### config.mk
export PLATFORM = sky130hd
export DESIGN_NAME = apb_fifo_slave
export DESIGN_NICKNAME = d
export VERILOG_FILES = /design/src/rtl/apb_fifo_slave_pkg.sv /design/src/rtl/apb_fifo_slave_fifo_core.sv /design/src/rtl/apb_fifo_slave.sv
export SDC_FILE = /design/constraint.sdc
export NUM_CORES = 1
export LEC_CHECK = 0
export CAP_MARGIN = 20
export CORE_UTILIZATION = 45
export CTS_CLUSTER_SIZE = 8
export DETAILED_ROUTE_END_ITERATION = 12
export PLACE_DENSITY = 0.69
export SLEW_MARGIN = 20
export SYNTH_ARGS = -nofsm -noshare
export SYNTH_HDL_FRONTEND = slang
export SYNTH_SLANG_ARGS = --single-unit
export TNS_END_PERCENT = 5
### constraint.sdc
create_clock -name PCLK -period 2.59 [get_ports PCLK]
set_input_delay 0.518 -clock PCLK [delete_from_list [all_inputs] [get_ports PCLK]]
set_output_delay 0.518 -clock PCLK [all_outputs]
set_load 0.005 [all_outputs]
### src/rtl/apb_fifo_slave_pkg.sv
// Shared definitions for the APB FIFO slave: register map, CTRL bits,
// STATUS layout and FSM states.
package apb_fifo_slave_pkg;

  localparam logic [3:0] ADDR_DATA     = 4'h0;
  localparam logic [3:0] ADDR_STATUS   = 4'h4;
  localparam logic [3:0] ADDR_CTRL     = 4'h8;
  localparam logic [3:0] ADDR_UNMAPPED = 4'hC;

  localparam int unsigned CTRL_FLUSH_BIT = 0;
  localparam int unsigned CTRL_CLR_BIT   = 1;

  typedef struct packed {
    logic       underflow;
    logic       overflow;
    logic       full;
    logic       empty;
    logic [3:0] count;
  } status_t;

  typedef enum logic {
    ST_IDLE,
    ST_RD_WAIT
  } state_e;

endpackage

### src/rtl/apb_fifo_slave_fifo_core.sv
// Synchronous FIFO with push/pop/flush; pushes when full and pops when
// empty are ignored. Flush resets pointers and count but keeps storage.
module fifo_core #(
  parameter int unsigned DATA_WIDTH = 32,
  parameter int unsigned DEPTH      = 4
) (
  input  logic                         clk,
  input  logic                         rst_n,
  input  logic                         push_i,
  input  logic                         pop_i,
  input  logic                         flush_i,
  input  logic [DATA_WIDTH-1:0]        wdata_i,
  output logic [DATA_WIDTH-1:0]        head_o,
  output logic [$clog2(DEPTH+1)-1:0]   count_o,
  output logic                         full_o,
  output logic                         empty_o
);

  localparam int unsigned PTR_W = $clog2(DEPTH);
  localparam int unsigned CNT_W = $clog2(DEPTH+1);

  logic [DATA_WIDTH-1:0] mem_q [DEPTH];
  logic [PTR_W-1:0]      wr_ptr_q, wr_ptr_d;
  logic [PTR_W-1:0]      rd_ptr_q, rd_ptr_d;
  logic [CNT_W-1:0]      count_q, count_d;
  logic                  do_push, do_pop;

  assign full_o  = (count_q == CNT_W'(DEPTH));
  assign empty_o = (count_q == '0);
  assign count_o = count_q;
  assign head_o  = mem_q[rd_ptr_q];

  always_comb begin
    do_push  = push_i && !full_o && !flush_i;
    do_pop   = pop_i && !empty_o && !flush_i;
    wr_ptr_d = wr_ptr_q;
    rd_ptr_d = rd_ptr_q;
    count_d  = count_q;
    if (flush_i) begin
      wr_ptr_d = '0;
      rd_ptr_d = '0;
      count_d  = '0;
    end else begin
      if (do_push) wr_ptr_d = PTR_W'(wr_ptr_q + 1'b1);
      if (do_pop)  rd_ptr_d = PTR_W'(rd_ptr_q + 1'b1);
      if (do_push && !do_pop) count_d = CNT_W'(count_q + 1'b1);
      if (do_pop && !do_push) count_d = CNT_W'(count_q - 1'b1);
    end
  end

  always_ff @(posedge clk or negedge rst_n) begin
    if (!rst_n) begin
      wr_ptr_q <= '0;
      rd_ptr_q <= '0;
      count_q  <= '0;
    end else begin
      wr_ptr_q <= wr_ptr_d;
      rd_ptr_q <= rd_ptr_d;
      count_q  <= count_d;
    end
  end

  // Storage is intentionally not reset.
  always_ff @(posedge clk) begin
    if (do_push) mem_q[wr_ptr_q] <= wdata_i;
  end

endmodule

### src/rtl/apb_fifo_slave.sv
// APB slave fronting a FIFO: DATA push/pop, STATUS, CTRL flush/clear.
// Optional PSLVERR reporting under APB_FIFO_SLAVE_PSLVERR_EN.
module apb_fifo_slave
  import apb_fifo_slave_pkg::*;
#(
  parameter int unsigned DATA_WIDTH = 32,
  parameter int unsigned DEPTH      = 4
) (
  input  logic                  PCLK,
  input  logic                  PRESETn,
  input  logic                  PSEL,
  input  logic                  PENABLE,
  input  logic                  PWRITE,
  input  logic [3:0]            PADDR,
  input  logic [DATA_WIDTH-1:0] PWDATA,
  output logic [DATA_WIDTH-1:0] PRDATA,
  output logic                  PREADY,
  output logic                  PSLVERR
);

  localparam int unsigned CNT_W = $clog2(DEPTH+1);

  state_e                state_q, state_d;
  logic [DATA_WIDTH-1:0] rdata_q, rdata_d;
  logic                  ovf_q, ovf_d;
  logic                  udf_q, udf_d;

  logic                  access;
  logic [3:0]            word;
  logic                  sel_data, sel_status, sel_ctrl;
  logic                  push, pop, flush;
  logic [DATA_WIDTH-1:0] head;
  logic [CNT_W-1:0]      count;
  logic                  full, empty;
  status_t               status;
  logic                  pready_c;
  logic [DATA_WIDTH-1:0] prdata_c;
  logic                  unused_addr;

  assign unused_addr = ^PADDR[1:0];

  fifo_core #(
    .DATA_WIDTH (DATA_WIDTH),
    .DEPTH      (DEPTH)
  ) u_fifo (
    .clk     (PCLK),
    .rst_n   (PRESETn),
    .push_i  (push),
    .pop_i   (pop),
    .flush_i (flush),
    .wdata_i (PWDATA),
    .head_o  (head),
    .count_o (count),
    .full_o  (full),
    .empty_o (empty)
  );

  always_comb begin
    status.underflow = udf_q;
    status.overflow  = ovf_q;
    status.full      = full;
    status.empty     = empty;
    status.count     = 4'(count);
  end

  // Decode, FSM next state, FIFO controls and read mux.
  always_comb begin
    access     = PRESETn && PSEL && PENABLE;
    word       = {PADDR[3:2], 2'b00};
    sel_data   = (word == ADDR_DATA);
    sel_status = (word == ADDR_STATUS);
    sel_ctrl   = (word == ADDR_CTRL);

    state_d  = state_q;
    rdata_d  = rdata_q;
    ovf_d    = ovf_q;
    udf_d    = udf_q;
    push     = 1'b0;
    pop      = 1'b0;
    flush    = 1'b0;
    pready_c = 1'b1;
    prdata_c = '0;

    case (state_q)
      ST_IDLE: begin
        if (access && !PWRITE) begin
          if (sel_data) begin
            pready_c = 1'b0;
            pop      = !empty;
            rdata_d  = empty ? '0 : head;
            udf_d    = udf_q | empty;
            state_d  = ST_RD_WAIT;
          end else if (sel_status) begin
            prdata_c = DATA_WIDTH'(status);
          end
        end
      end
      ST_RD_WAIT: begin
        // Pop was committed in the previous cycle even if PSEL has dropped.
        state_d = ST_IDLE;
        if (access && !PWRITE) prdata_c = rdata_q;
      end
      default: state_d = ST_IDLE;
    endcase

    if (access && PWRITE) begin
      if (sel_data) begin
        push  = !full;
        ovf_d = ovf_q | full;
      end
      if (sel_ctrl) begin
        flush = PWDATA[CTRL_FLUSH_BIT];
        if (PWDATA[CTRL_CLR_BIT]) begin
          ovf_d = 1'b0;
          udf_d = 1'b0;
        end
      end
    end
  end

  always_ff @(posedge PCLK or negedge PRESETn) begin
    if (!PRESETn) begin
      state_q <= ST_IDLE;
      rdata_q <= '0;
      ovf_q   <= 1'b0;
      udf_q   <= 1'b0;
    end else begin
      state_q <= state_d;
      rdata_q <= rdata_d;
      ovf_q   <= ovf_d;
      udf_q   <= udf_d;
    end
  end

  assign PRDATA = prdata_c;
  assign PREADY = pready_c;

`ifdef APB_FIFO_SLAVE_PSLVERR_EN
  logic rd_err_q;
  logic err_now_c;

  // An empty-pop error is reported in the wait-state completion cycle.
  always_ff @(posedge PCLK or negedge PRESETn) begin
    if (!PRESETn) rd_err_q <= 1'b0;
    else          rd_err_q <= (state_q == ST_IDLE) && access && !PWRITE && sel_data && empty;
  end

  assign err_now_c = (word == ADDR_UNMAPPED) || (PWRITE && sel_status) || (PWRITE && sel_data && full);
  assign PSLVERR   = access && pready_c && (err_now_c || ((state_q == ST_RD_WAIT) && rd_err_q));
`else
  assign PSLVERR = 1'b0;
`endif

endmodule

==> results.ini <==
[hold_path]
worstHoldPathType = input pin to asynchronous set/reset pin

[power]
power_mw = 6.59
pwr_density_cell_mw_per_mm2 = 784
comb_power_share_pct = 13.3
max-vdd-ir-drop_v = 0.000530
clkPwrFrac_pct = 37.1
p_leak_nw = 3.48
cellInternalPower_mw = 5.11
p_sw_mw = 1.48
switching_share_pct = 22.5
seqPwrFrac_pct = 49.5

[detailed_routing]
first_pass_iters = 4
routed.top_layer = met4
wl_microns = 13300
m1WireLength_microns = 5550
antenna_left = 0
wire_per_inst_microns = 21.2
vias = 3555
wl_met3_microns = 690
drcViolationCount = 0
vias_per_cell = 5.64
drtIter0Drc = 300
wl_met2_microns = 6860

[floorplanning]
initial_utilization_pct = 46.8
num_io_pins = 75
rows = 43
core_area_sq_mm = 0.0141
die_w_microns = 123
die_h_microns = 123
dieArea_sq_mm = 0.0152

[synthesis]
ys_seq_area_share_pct = 74.1
ys_ff_latch = 170
netlist_instances = 341
synth.net_count = 387
yosys_warnings = 0
synth_top_area_cell = edfxtp_1
syn_area_sq_mm = 0.00660
yosysUniqueCellTypes = 38
synth.area.top_cells = edfxtp_1 (58%), dfrtp_1 (16%), mux4_2 (11%), a22o_1 (5.2%), and3_1 (2.4%)
synth_top_area_share_pct = 58.2
synth_area_per_cell_sq_um = 19.4

[global_routing]
overflow = 0
grt_pass1_vias = 3719
grt_pass1_wl_microns = 20700
grt_usage_pct = 19.5
grt_max_degree = 43
antenna_found_initial = 0

[timing]
finalClockSkew_ns = 0.00849
hold_viol = 0
worst_pin_slew_ns = 0.604
slew_headroom_pct = 59.7
setup_ws_ns = 0.145
finalCriticalPeriod_ns = 2.45
drv_slew = 0
fin_crit_sh_pct = 94.4
max_freq_mhz = 409
whs_ns = 0.236
setup-violations-final = 0
rsz0062_at_grt = false

[final_layout]
drive_gt1_share_pct = 23.6
final_cells = 630
areaGrowthSynthToFinish_pct = 27.4
nFillCells = 1052
final_common_cell = edfxtp_1
n_antenna_cell = 0
final_cell_mix = edfxtp_1 (128), dfrtp_1 (41), a22o_1 (39), clkdlybuf4s50_1 (39), mux4_2 (32)
final_net_count = 484

[placement]
dpl.hpwl_microns = 8000
io_buffers = 71
routabilityCongestion = 0.811
dp.cells = 597
dpl_worst_slack_ns = -0.231

[critical_path]
critical-path-max-stage-delay_ns = 0.50
crit_family = buffers and inverters
crit_path_cell_trace = dlygate4sd2_1 > buf_4 > nor2_4 > buf_12 > and3_4 > clkdlybuf4s50_1
path_max_fanout = 25
cp.arrival_ns = 1.93
cp_num_buf_inv = 4
required_ns = 2.07
cp-start-kind = input pin
crit_type = input pin to primary output
worstSetupEndpointType = primary output
slowest_stage = clkdlybuf4s50_1

[clock_tree]
clk_pin_slew_ns = 0.06
cts_tree = done
cts_made_buffers = 17
cts_buffer_depth = 2
clockRootBuffer = clkbuf_16
cts_sinks = 170
clkLatencyLatePin_ns = 0.42
h-tree-depth = 4
cts_hold_buf = 0

[outcome]
status = finished, final reports clean

[flow_run]
drv_cap = 0

[timing repair]
action                                  CTS  global route
pin swaps                                 1             0
resized for setup                        14            26
setup buffers                             0             2
hold endpoints to repair                  0             0
endpoints found under the setup margin   33            30
[synth_stat cells (all sizes together)]
library cell / count
fa: 1
nand3: 1
a21o: 1
or2: 1
and3: 25
nor4: 1
inv: 3
o31ai: 2
or3: 2
nor3b: 1
nor2: 5
dfrtp: 42
clkbuf: 10
conb: 1
edfxtp: 128
ha: 4
o2bb2ai: 1
nor4b: 2
nand2: 6
o21ai: 1
mux2i: 3
xnor2: 2
a21oi: 2
a22o: 39
nand2b: 1
a31oi: 1
mux4: 32
nand4b: 1
and2: 5
nor3: 4
buf: 13
[sequential cells by signal (all words and copies together), names as in the netlist]
signal and cells:
u_fifo.mem_q 128, udf_q 1, rdata_q 32, ovf_q 1
u_fifo.rd_ptr_q 2, u_fifo.wr_ptr_q 2, state_q 1, u_fifo.count_o 3
[cell families after synthesis]
kind of cell	Yosys count	share of synthesized area, %
AOI/OAI and AO/OA	47	5.97
xor gates and xnor gates	2	0.265
adders and majority gates	5	1.06
buffers and inverters	26	2.07
DFF	170	74.1
muxes	35	11.4
other	1	0.0568
and+or+nand+nor	55	5.08
[worst paths after layout]
kind                                   start                 end  slack, ns  cells after the start
hold / removal                       PRESETn         rdata_q[30]       0.24                      2
min in group PCLK                rdata_q[30]         rdata_q[30]       0.50                      1
max in group asynchronous            PRESETn  u_fifo.rd_ptr_q[0]       1.91                      2
hold reg to reg                  rdata_q[30]         rdata_q[30]       0.50                      1
setup reg to reg           u_fifo.count_o[1]   u_fifo.count_o[2]       0.64                      6
setup / recovery                      PWRITE           PRDATA[9]       0.14                      6
[power groups by stage]
stage	sequential (mW)	clock (mW)	combinational, mW
after floorplan	3.23	0	0.659
after global placement	3.31	0	0.868
after detailed placement	3.32	0	0.891
after CTS	3.27	2.48	0.898
after global routing	3.29	2.60	0.964
final	3.27	2.45	0.878
[through the flow]
step / TNS [ns] / instance area, sq um / utilization (%)
6_report: 0 / 8410 / 59.7
5_1_grt: 0 / 8410 / 59.7
4_1_cts: -3.12 / 8320 / 59.0
3_5_place_dp: -6.12 / 7750 / 55.0
3_3_place_gp: -5.01 / 7750 / 55.0
2_1_floorplan: 0 / 6600 / -
[cell type report]
type	instances	area (sq um)	share of cell area (%)
repair buffers	101	1100	13.1
inverters	3	11.3	0.134
clock inverters	9	97.6	1.16
flip-flops and latches	170	4900	58.2
multi-input cells	145	1610	19.1
clock buffers	22	474	5.64
well taps	180	225	2.68
[layer usage]
layer | vias up | global-route usage, %
met4 | 0 | 7.61
li1 | 1570 | -
met3 | 19 | 4.94
met5 | - | 0
met1 | 1867 | 25.2
met2 | 99 | 31.8
Power figures use the tool's default switching activity.
